--- config.mk ---
export PLATFORM = sky130hd
export DESIGN_NAME = gcd_ctrl
export DESIGN_NICKNAME = d
export VERILOG_FILES = /design/src/rtl/gcd_pkg.sv /design/src/rtl/gcd_ctrl.sv
export SDC_FILE = /design/constraint.sdc
export NUM_CORES = 1
export LEC_CHECK = 0
export CAP_MARGIN = 10
export CORE_ASPECT_RATIO = 1.5
export CORE_MARGIN = 5
export CORE_UTILIZATION = 43
export CTS_BUF_LIST = sky130_fd_sc_hd__clkbuf_16
export DETAILED_ROUTE_END_ITERATION = 12
export GPL_ROUTABILITY_DRIVEN = 0
export PLACE_DENSITY = 0.74
export SLEW_MARGIN = 20
export SYNTH_ARGS = -nofsm -noshare
export SYNTH_HDL_FRONTEND = slang
export SYNTH_SLANG_ARGS = --single-unit
--- constraint.sdc ---
create_clock -name clk -period 2 [get_ports clk]
set_input_delay 0.4 -clock clk [delete_from_list [all_inputs] [get_ports clk]]
set_output_delay 0.4 -clock clk [all_outputs]
set_load 0.01 [all_outputs]
--- src/rtl/gcd_pkg.sv ---
// Shared definitions for the subtract-until-equal GCD controller:
// state encoding, datapath mux select encodings and Moore output decode.
package gcd_pkg;

  localparam int unsigned DATA_W = 16;

  typedef enum logic [2:0] {
    S_IDLE   = 3'd0,
    S_LOAD_A = 3'd1,
    S_LOAD_B = 3'd2,
    S_CMP    = 3'd3,
    S_SUB_A  = 3'd4,
    S_SUB_B  = 3'd5,
    S_DONE   = 3'd6,
    S_ERR    = 3'd7
  } state_e;

  localparam logic SEL_IN_DATA = 1'b1;
  localparam logic SEL_IN_SUB  = 1'b0;
  localparam logic SEL_A       = 1'b0;
  localparam logic SEL_B       = 1'b1;

  typedef struct packed {
    logic busy;
    logic done;
    logic err;
    logic sel_in;
    logic sel1;
    logic sel2;
  } moore_t;

  // Registered outputs are a pure function of the state they will reflect.
  function automatic moore_t moore_decode(input state_e s);
    moore_t m;
    m = 6'b000000;
    case (s)
      S_IDLE: m = 6'b000000;
      S_LOAD_A, S_LOAD_B: begin
        m.busy   = 1'b1;
        m.sel_in = SEL_IN_DATA;
      end
      S_CMP: m.busy = 1'b1;
      S_SUB_A: begin
        m.busy   = 1'b1;
        m.sel_in = SEL_IN_SUB;
        m.sel1   = SEL_A;
        m.sel2   = SEL_B;
      end
      S_SUB_B: begin
        m.busy   = 1'b1;
        m.sel_in = SEL_IN_SUB;
        m.sel1   = SEL_B;
        m.sel2   = SEL_A;
      end
      S_DONE:  m.done = 1'b1;
      S_ERR:   m.err  = 1'b1;
      default: m = 6'b000000;
    endcase
    return m;
  endfunction

endpackage

--- src/rtl/gcd_ctrl.sv ---
// Control FSM for the GCD datapath: operand load handshake, compare/subtract
// sequencing, saturating iteration counter and done/err reporting.
module gcd_ctrl
  import gcd_pkg::*;
#(
  parameter int unsigned       ITER_W   = 16,
  parameter logic [ITER_W-1:0] MAX_ITER = 16'hFFFF
) (
  input  logic              clk,
  input  logic              rst,
  input  logic              start,
  input  logic              in_valid,
  output logic              in_ready,
  input  logic              lt,
  input  logic              gt,
  input  logic              eq,
  input  logic              a_zero,
  input  logic              b_zero,
  output logic              ldA,
  output logic              ldB,
  output logic              sel_in,
  output logic              sel1,
  output logic              sel2,
  output logic              busy,
  output logic              done,
  output logic              err,
  output logic [ITER_W-1:0] iter_count
);

  state_e            state_r;
  state_e            state_nxt_s;
  logic [ITER_W-1:0] iter_r;
  logic [ITER_W-1:0] iter_nxt_s;
  moore_t            moore_r;

  // Next-state and iteration counter update.
  always_comb begin
    state_nxt_s = state_r;
    iter_nxt_s  = iter_r;
    case (state_r)
      S_IDLE, S_DONE, S_ERR: begin
        if (start) begin
          state_nxt_s = S_LOAD_A;
          iter_nxt_s  = {ITER_W{1'b0}};
        end else begin
          state_nxt_s = state_r;
        end
      end
      S_LOAD_A: begin
        if (in_valid) begin
          state_nxt_s = S_LOAD_B;
        end else begin
          state_nxt_s = S_LOAD_A;
        end
      end
      S_LOAD_B: begin
        if (in_valid) begin
          state_nxt_s = S_CMP;
        end else begin
          state_nxt_s = S_LOAD_B;
        end
      end
      S_CMP: begin
        // Zero operands would never converge, so they abort before eq is trusted.
        if (a_zero || b_zero) begin
          state_nxt_s = S_ERR;
        end else if (eq) begin
          state_nxt_s = S_DONE;
        end else if (iter_r == MAX_ITER) begin
          state_nxt_s = S_ERR;
        end else if (gt) begin
          state_nxt_s = S_SUB_A;
        end else if (lt) begin
          state_nxt_s = S_SUB_B;
        end else begin
          state_nxt_s = S_ERR;
        end
      end
      S_SUB_A, S_SUB_B: begin
        state_nxt_s = S_CMP;
        if (iter_r != MAX_ITER) begin
          iter_nxt_s = iter_r + {{(ITER_W-1){1'b0}}, 1'b1};
        end else begin
          iter_nxt_s = iter_r;
        end
      end
      default: begin
        state_nxt_s = S_IDLE;
        iter_nxt_s  = {ITER_W{1'b0}};
      end
    endcase
  end

  // Handshake and load enables depend on the live in_valid, so they stay combinational.
  always_comb begin
    in_ready = 1'b0;
    ldA      = 1'b0;
    ldB      = 1'b0;
    case (state_r)
      S_LOAD_A: begin
        in_ready = 1'b1;
        ldA      = in_valid;
      end
      S_LOAD_B: begin
        in_ready = 1'b1;
        ldB      = in_valid;
      end
      S_SUB_A: ldA = 1'b1;
      S_SUB_B: ldB = 1'b1;
      default: begin
        in_ready = 1'b0;
        ldA      = 1'b0;
        ldB      = 1'b0;
      end
    endcase
  end

  // State, counter and Moore output registers.
  always_ff @(posedge clk or posedge rst) begin
    if (rst) begin
      state_r <= S_IDLE;
      iter_r  <= {ITER_W{1'b0}};
      moore_r <= 6'b000000;
    end else begin
      state_r <= state_nxt_s;
      iter_r  <= iter_nxt_s;
      moore_r <= moore_decode(state_nxt_s);
    end
  end

  assign busy       = moore_r.busy;
  assign done       = moore_r.done;
  assign err        = moore_r.err;
  assign sel_in     = moore_r.sel_in;
  assign sel1       = moore_r.sel1;
  assign sel2       = moore_r.sel2;
  assign iter_count = iter_r;

endmodule

* Word level (Yosys, flattened, before mapping)
Index checks and enable logic that the tools add are counted. W data, S select, Z words.
Cells by class: $add $sub $neg 1, equal/unequal tests 18, multiplexer cells 20, reductions and logical operators 9
Operators by type and width (count):
- $mux W16 | 2
- $pmux W16 S2 | 1
- $eq A3 B3 Y1 const B | 8
- $add A16 B1 Y16 const B | 1
- $eq A16 B16 Y1 const B | 1
- $ne A16 B16 Y1 const B | 1
- $pmux W3 S5 | 1
- $eq A3 B2 Y1 const B | 4
- $mux W2 | 6
- $eq A3 B1 Y1 const B | 2
- $mux W1 | 6
- $reduce_or A2 Y1 | 3
- $reduce_or A5 Y1 | 1
- $ne A2 B2 Y1 const B | 2
- $pmux W1 S2 | 2
- $pmux W2 S2 | 1
- $logic_not A3 Y1 | 1
- $mux W3 | 1
- $reduce_and A3 Y1 | 1
- $reduce_or A3 Y1 | 1
- $reduce_bool A2 Y1 | 1
- $logic_or A1 B1 Y1 | 1
Word-level totals: register bits 25, input bits 9, output and inout bits 25

* Longest topological paths before layout
Gate-level depths: netlist of run 1.
depth in word-level cells 9, gate-level depth with buffers 7, depth with buffers taken out 6

* Worst setup path before layout of run 1
No wires, ideal clock.
kind flip-flop to flip-flop, start point register iter_r[0] (netlist: iter_count[0]), end point register iter_r[11] (netlist: iter_count[11]), library setup time 0.132 ns, arrival time 1.843 ns, data required time 1.868 ns, setup slack 0.025 ns, stages on the path, launching flop included 8, path buffers 1, clock period less this slack 1.975 ns, path through dfrtp_1 ha_1 nand3_2 or4_1 buf_2 o2111ai_1 xor2_1 nor2_1
Between the ends: longest elaborated chain between the ends 3, elaborated cells between the ends (all ways) 6, those cells by class add/sub: 1; eq/ne: 2; mux: 2; reduce/logical: 1
Ends and longest elaborated chain:
- from (decl) | RTL line gcd_ctrl.sv:32 | logic [ITER_W-1:0] iter_r;
- from (signal assigned) | RTL line gcd_ctrl.sv:122 | iter_r <= {ITER_W{1'b0}};
- from (signal assigned) | RTL line gcd_ctrl.sv:126 | iter_r <= iter_nxt_s;
- $add A16 B1 Y16 / $ne A16 B16 Y1 (equally long branches) | RTL line gcd_ctrl.sv:82, gcd_ctrl.sv:81
- $mux W16 / $ne A2 B2 Y1 (equally long branches)
- $pmux W16 S2 / $reduce_and A3 Y1 (equally long branches)
Parallel ways exist; a longest one is shown, timed or not. The select of a mux whose other input is x is not followed. A chain may end at the register's enable or synchronous reset.

* Worst setup path in the final report of run 1
start point register iter_r[0] (netlist: iter_count[0]), end point register iter_r[15] (netlist: iter_count[15])
The elaborated chain is that of the path after synthesis.

==> results.txt, run 1 <==
Most common cell after layout, fill and taps aside: clkdlybuf4s50_1
Residual DRC: 0
Fin. Hold Viols: 0
Fmax: 0.529 GHz
Synthesized area: 1340 µm²
CP max FO: 6
Number of max-cap violations: 0
Max VDD drop: 766 µV
Register area share after synthesis: 46.6%
Die Span Y: 78.4 µm
Reg area: 627 µm²
Synth Register Bits: 25
Core box area: 2970 µm²
Dpl cells: 236
ANT nets after route: 0
Power Internal: 1.28 mW
Outcome: completed
Initial Utilization: 45.2%
Core Util, Final: 66.4%
Critical path class: reg -> reg
Cell variety after synth: 41
Dpl cell area: 1890 µm²
Die area: 4360 µm²
Clock period minus final worst setup slack: 1.89 ns
Clock-pin slew on the worst setup and hold paths: 0.07 ns
Switching share of power: 34.4%
Synthesized instance count: 144
Clk_lat worst skew: 0.26 ns
Clock Power Share: 22.9%
Worst-path cell chain: ha_1 > nand3_2 > or4_4 > o2111ai_1 > xor2_1 > nor2_1
Pwr Total: 1.96 mW
Skew final: 0.00344 ns
Syn Nets: 154
Synth area leader: dfrtp_1
Power share of the combinational group: 44.4%
GRT overflow: 0
Post-route cell area: 1970 µm²
CTS max path bufs: 2
WP data required: 2.15 ns
Nets: 212
First-pass GRT wire length: 6020 µm
CTS tree: yes
Largest cells by area after synthesis: dfrtp_1 47%, nor2_1 5.3%, nand2_1 5.0%, xor2_1 4.6%, xnor2_1 3.3%
Total CTS buffers: 3
CP Capture Type: register
RSZ-0062 raised after global routing: false
Max Transition Viols Final: 0
Lkg Pwr: 0.863 nW
Hold Path Class: in -> async
DR vias/cell: 5.38
Pwr Density: 992 nW/µm²
DP Wirelength: 2610 µm
Post-CTS Setup Inserts: 0
Initial DRC Count: 35
GRT Overall Usage: 17.0%
Crit share post-route: 94.6%
Rows: 24
Multi-input logic area: 683 µm²
Routed vias: 1291
Inserted Diodes: 0
Ys Warns: 0
Die Width: 55.6 µm
Routed len/inst: 14.3 µm
Area grow syn2layout: 47.1%
Largest net degree at the start of global routing: 26
Finished Layout Cells: 240
Slew HR: 72.5%
Top-area cell type share of the netlist area: 46.6%
Hold Slack: 0.484 ns
Net switching power: 0.673 mW
Drt pass-1 iters: 4
Post-CTS Resized: 4
Htree depth: 1
Final setup violating endpoints: 0
CTS Sinks: 25
Worst path arrival time: 2.04 ns
Hold Buf Count CTS: 0
Slowest cell on crit path: or4_4
Sequential share of power: 32.7%
Fillers: 236
Number of primary I/O pins: 34
CP peak stage delay: 0.60 ns
Highest-count cells in the layout ignoring fill and taps: 30 x clkdlybuf4s50_1, 26 x buf_4, 24 x dfrtp_1, 19 x nor2_1, 18 x nand2_1
Port Buffers: 33
Final WL: 3420 µm
Initial antenna violation count: 0
Avg Inst Size Synth: 9.32 µm²
Layout cells sized above 1: 18.9%
Vias in the first global route: 1387
Root Driver: clkbuf_16
Slew @ Worst Pin: 0.409 ns
Startpoint types: register
layer usage:
metal / GRT usage [%] / vias to the layer above / part of all wire, %
met4: 9.49 / 0 / 3.4
met1: 17.7 / 606 / 39
met2: 32.0 / 44 / 54
li1: - / 631 / -
met3: 2.30 / 10 / 3.4
met5: 0 / - / 0
cell families after synthesis:
| family | after synthesis | synth area share (%) |
|---|---|---|
| AO/OA/AOI/OAI | 22 | 11.8 |
| XOR/XNOR | 12 | 7.83 |
| adder cells (fa/ha/maj) | 1 | 0.932 |
| buffers and inverters | 9 | 2.80 |
| flip-flops | 25 | 46.6 |
| multiplexers | 1 | 0.746 |
| AND/OR/NAND/NOR | 74 | 29.3 |
critical path: cells and delay by family, from the launching register on:
family	cells	cell delay, ns
XOR/XNOR	1	0.17
flip-flops	1	0.35
AND/OR/NAND/NOR	3	0.75
adder cells (fa/ha/maj)	1	0.19
AO/OA/AOI/OAI	1	0.32
power by group through the flow:
stage	combinational (mW)	sequential, mW	clock [mW]
floorplan	0.435	0.669	0
global placement	0.866	0.643	0
detailed placement	0.883	0.647	0
CTS	0.872	0.641	0.455
global route	0.960	0.655	0.472
finish	0.869	0.640	0.449
path summary, 6_finish.rpt:
check / startpoint / end / slack [ns] / cells past startpoint
worst max-delay path: iter_count[0] / iter_count[15] / 0.11 / 6
worst min-delay path: rst / iter_count[5] / 0.48 / 3
worst max register to register: iter_count[0] / iter_count[15] / 0.11 / 6
worst min register to register: iter_count[15] / iter_count[15] / 0.57 / 2
max in group asynchronous: rst / state_r[2] / 1.26 / 3
min in group clk: iter_count[15] / iter_count[15] / 0.57 / 2
sequential cells by signal, indices dropped and copies added (netlist names):
name / cells
iter_count: 16
state_r: 3
busy: 1
done: 1
err: 1
sel1: 1
sel2: 1
sel_in: 1
synth_stat cells (all sizes together):
master and number:
or3 2, ha 1, clkbuf 1, and3 3, a32oi 1, a21oi 4, or2 1, mux2i 1
nand4 6, o311ai 1, nand2 18, xor2 7, nand3b 2, a31oi 1, xnor2 5, nand2b 2
a211oi 1, nor3b 1, nor4b 1, or4 5, and2 3, o2111ai 3, nand3 4, nor2 19
o211ai 4, buf 5, inv 3, nor2b 1, a21o 1, dfrtp 25, nor3 2, nor4 4
o31ai 1, o21ai 5
area by class of cell:
class | instances | share of cell area [%]
sequential | 25 | 31.7
multi-input combinational | 110 | 34.6
clock inverter | 1 | 0.380
clock buffer | 3 | 3.80
inverter | 3 | 0.570
tap | 39 | 2.47
timing repair buffer | 59 | 26.4
metrics by stage:
| step | setup WS (ns) | setup TNS (ns) |
|---|---|---|
| final | 0.109 | 0 |
| after global routing | 0.00915 | 0 |
| after CTS | 0.0286 | 0 |
| after detailed placement | -0.100 | -0.426 |
| after global placement | -0.0617 | -0.186 |
| after floorplan | 0.0253 | 0 |
No activity file was read; power rests on OpenSTA's default activity.
==> run 2, diff against run 1 <==
- CORE_ASPECT_RATIO: 1.5 -> 0.5
- SETUP_SLACK_MARGIN: not set -> 0.5
==> run 2 against run 1 <==
  * First-iteration DRC count rose to 4.5 times the previous value
  * Register-to-register slack is essentially flat
  * Clock skew is 0.00058 ns lower
  * Critical path type unchanged
  * Largest power group unchanged
  * Highest routed layer unchanged
==> results.txt, run 2 (synthesis gave the netlist of run 1 again) <==
Outcome: completed
CP Capture Type: register
CTS max path bufs: 2
Number of max-cap violations: 0
Initial DRC Count: 159
RR Endpoint: iter_count[4]
Max Transition Viols Final: 0
Crit path from: iter_count[15]
Vias in the first global route: 1483
R2R Setup Slk: 0.1 ns
Clk_lat worst skew: 0.26 ns
Rows: 14
Worst-path cell chain: nand4_1 > or4_4 > o21ai_2 > buf_6 > o211ai_1 > nand2_1
DP Wirelength: 2460 µm
Nets: 254
FF-to-FF path depth: 6
Routed len/inst: 20.6 µm
Clock-pin slew on the worst setup and hold paths: 0.06 ns
Highest-count cells in the layout ignoring fill and taps: 54 x buf_4, 19 x dlygate4sd2_1, 17 x nor2_1
Hold Slack: 0.523 ns
Root Driver: clkbuf_16
ANT nets after route: 0
Final WL: 5830 µm
Inserted Diodes: 0
Final setup violating endpoints: 0
Lkg Pwr: 1.21 nW
Critical path class: reg -> reg
Area grow syn2layout: 88.5%
Routed vias: 1704
Slew @ Worst Pin: 0.322 ns
Core box area: 3000 µm²
RSZ-0062 raised after global routing: true
Hold Buf Count CTS: 0
Slew HR: 78.4%
Die area: 4410 µm²
WP depth: 6
Most common cell after layout, fill and taps aside: buf_4
Skew final: 0.00286 ns
R2r startpoint: iter_count[15]
Largest register FFs: 16
CP Buf/Inv Count: 1
Setup TNS: 0 ns
Pwr Density: 957 nW/µm²
Hold Path Class: in -> async
First-pass GRT wire length: 6970 µm
CP max FO: 6
GRT overflow: 0
Largest net degree at the start of global routing: 26
Drt pass-1 iters: 5
Die Span Y: 49.5 µm
Htree depth: 1
Delay-heaviest family, CP: simple AND/OR/NAND/NOR gates
CTS tree: yes
WP data required: 2.19 ns
Fmax: 0.526 GHz
Finished Layout Cells: 283
CTS Sinks: 25
Max VDD drop: 881 µV
Port Buffers: 33
Dpl cells: 229
DR vias/cell: 6.02
Layout cells sized above 1: 51.0%
Clock period minus final worst setup slack: 1.90 ns
Initial antenna violation count: 0
Initial Utilization: 44.8%
Residual DRC: 0
Number of primary I/O pins: 34
Die Width: 89.0 µm
CP peak stage delay: 0.65 ns
End of the critical path: iter_count[4]
GRT Overall Usage: 20.6%
Fin. Hold Viols: 0
Slowest cell on crit path: or4_4
Worst path arrival time: 2.09 ns
Total CTS buffers: 3
Crit share post-route: 95.1%
Startpoint types: register
run 2: cell count changes in the layout (fill, tap and decap cells not counted), moves of 3 or more:
cell             delta
buf_6              +15
buf_2               +3
dfrtp_2             +9
a21oi_2             +3
o2111ai_2           +3
a21oi_1             -3
dlygate4sd2_1      +16
buf_4              +28
clkdlybuf4s50_1    -24
nor4_1              -3
nor4_4              +3
o2111ai_1           -3
dfrtp_1             -9
nand2_1             -3
run 2: through the flow:
| stage | utilization, % | setup slack [ns] | total power [mW] | cell area (µm²) |
|---|---|---|---|---|
| after floorplan | - | 0.196 | 1.16 | 1410 |
| after global placement | 62.8 | -0.143 | 1.54 | 1880 |
| after detailed placement | 62.8 | -0.155 | 1.54 | 1880 |
| after CTS | 75.7 | 0.249 | 2.08 | 2270 |
| after global routing | 84.5 | 0.0268 | 2.52 | 2530 |
| final | 84.5 | 0.0978 | 2.42 | 2530 |
run 2: worst reg2reg max path, cell delays in order, from the launching register on:
cell and delay [ns]:
dfrtp_1 0.39, nand4_1 0.19, or4_4 0.65, o21ai_2 0.24
buf_6 0.14, o211ai_1 0.10, nand2_1 0.11
run 2: where the power goes:
group | leakage, nW | switching, mW | internal [mW] | total, mW
registers | 0.319 | 0.0956 | 0.593 | 0.689
clock network | 0.0423 | 0.176 | 0.268 | 0.443
logic | 0.850 | 0.658 | 0.633 | 1.29
total | 1.21 | 0.929 | 1.49 | 2.42
run 2: worst min-delay path by stage:
stage | from | to | slack (ns) | depth (start not counted)
after global placement | iter_count[0] | iter_count[0] | 0.53 | 1
after floorplan | rst | busy | 0.43 | 1
after CTS | rst | iter_count[5] | 0.51 | 3
after global routing | rst | iter_count[1] | 0.54 | 3
after detailed placement | iter_count[0] | iter_count[0] | 0.53 | 1
final | rst | iter_count[14] | 0.52 | 3
run 2: metal layers:
metal	GRT usage (%)	routed length (µm)
met2	33.9	2760
met4	9.41	301
met5	0	0
met3	5.99	494
met1	24.9	2270
run 2: area by class of cell:
class	count	area, µm²
clock buffer	3	75.1
clock inverter	1	3.75
fill	150	464
inverter	3	11.3
multi-input combinational	110	905
sequential	25	638
tap	40	50.0
timing repair buffer	101	848
run 2: what timing repair did:
item / 4_1_cts / 5_1_grt
gates resized for setup: 65 / 39
pin swaps: 22 / 30
cloned: 0 / 0
setup buffers: 28 / 22
endpoints found under the setup margin: 48 / 31
endpoints found under the hold margin: 0 / 0
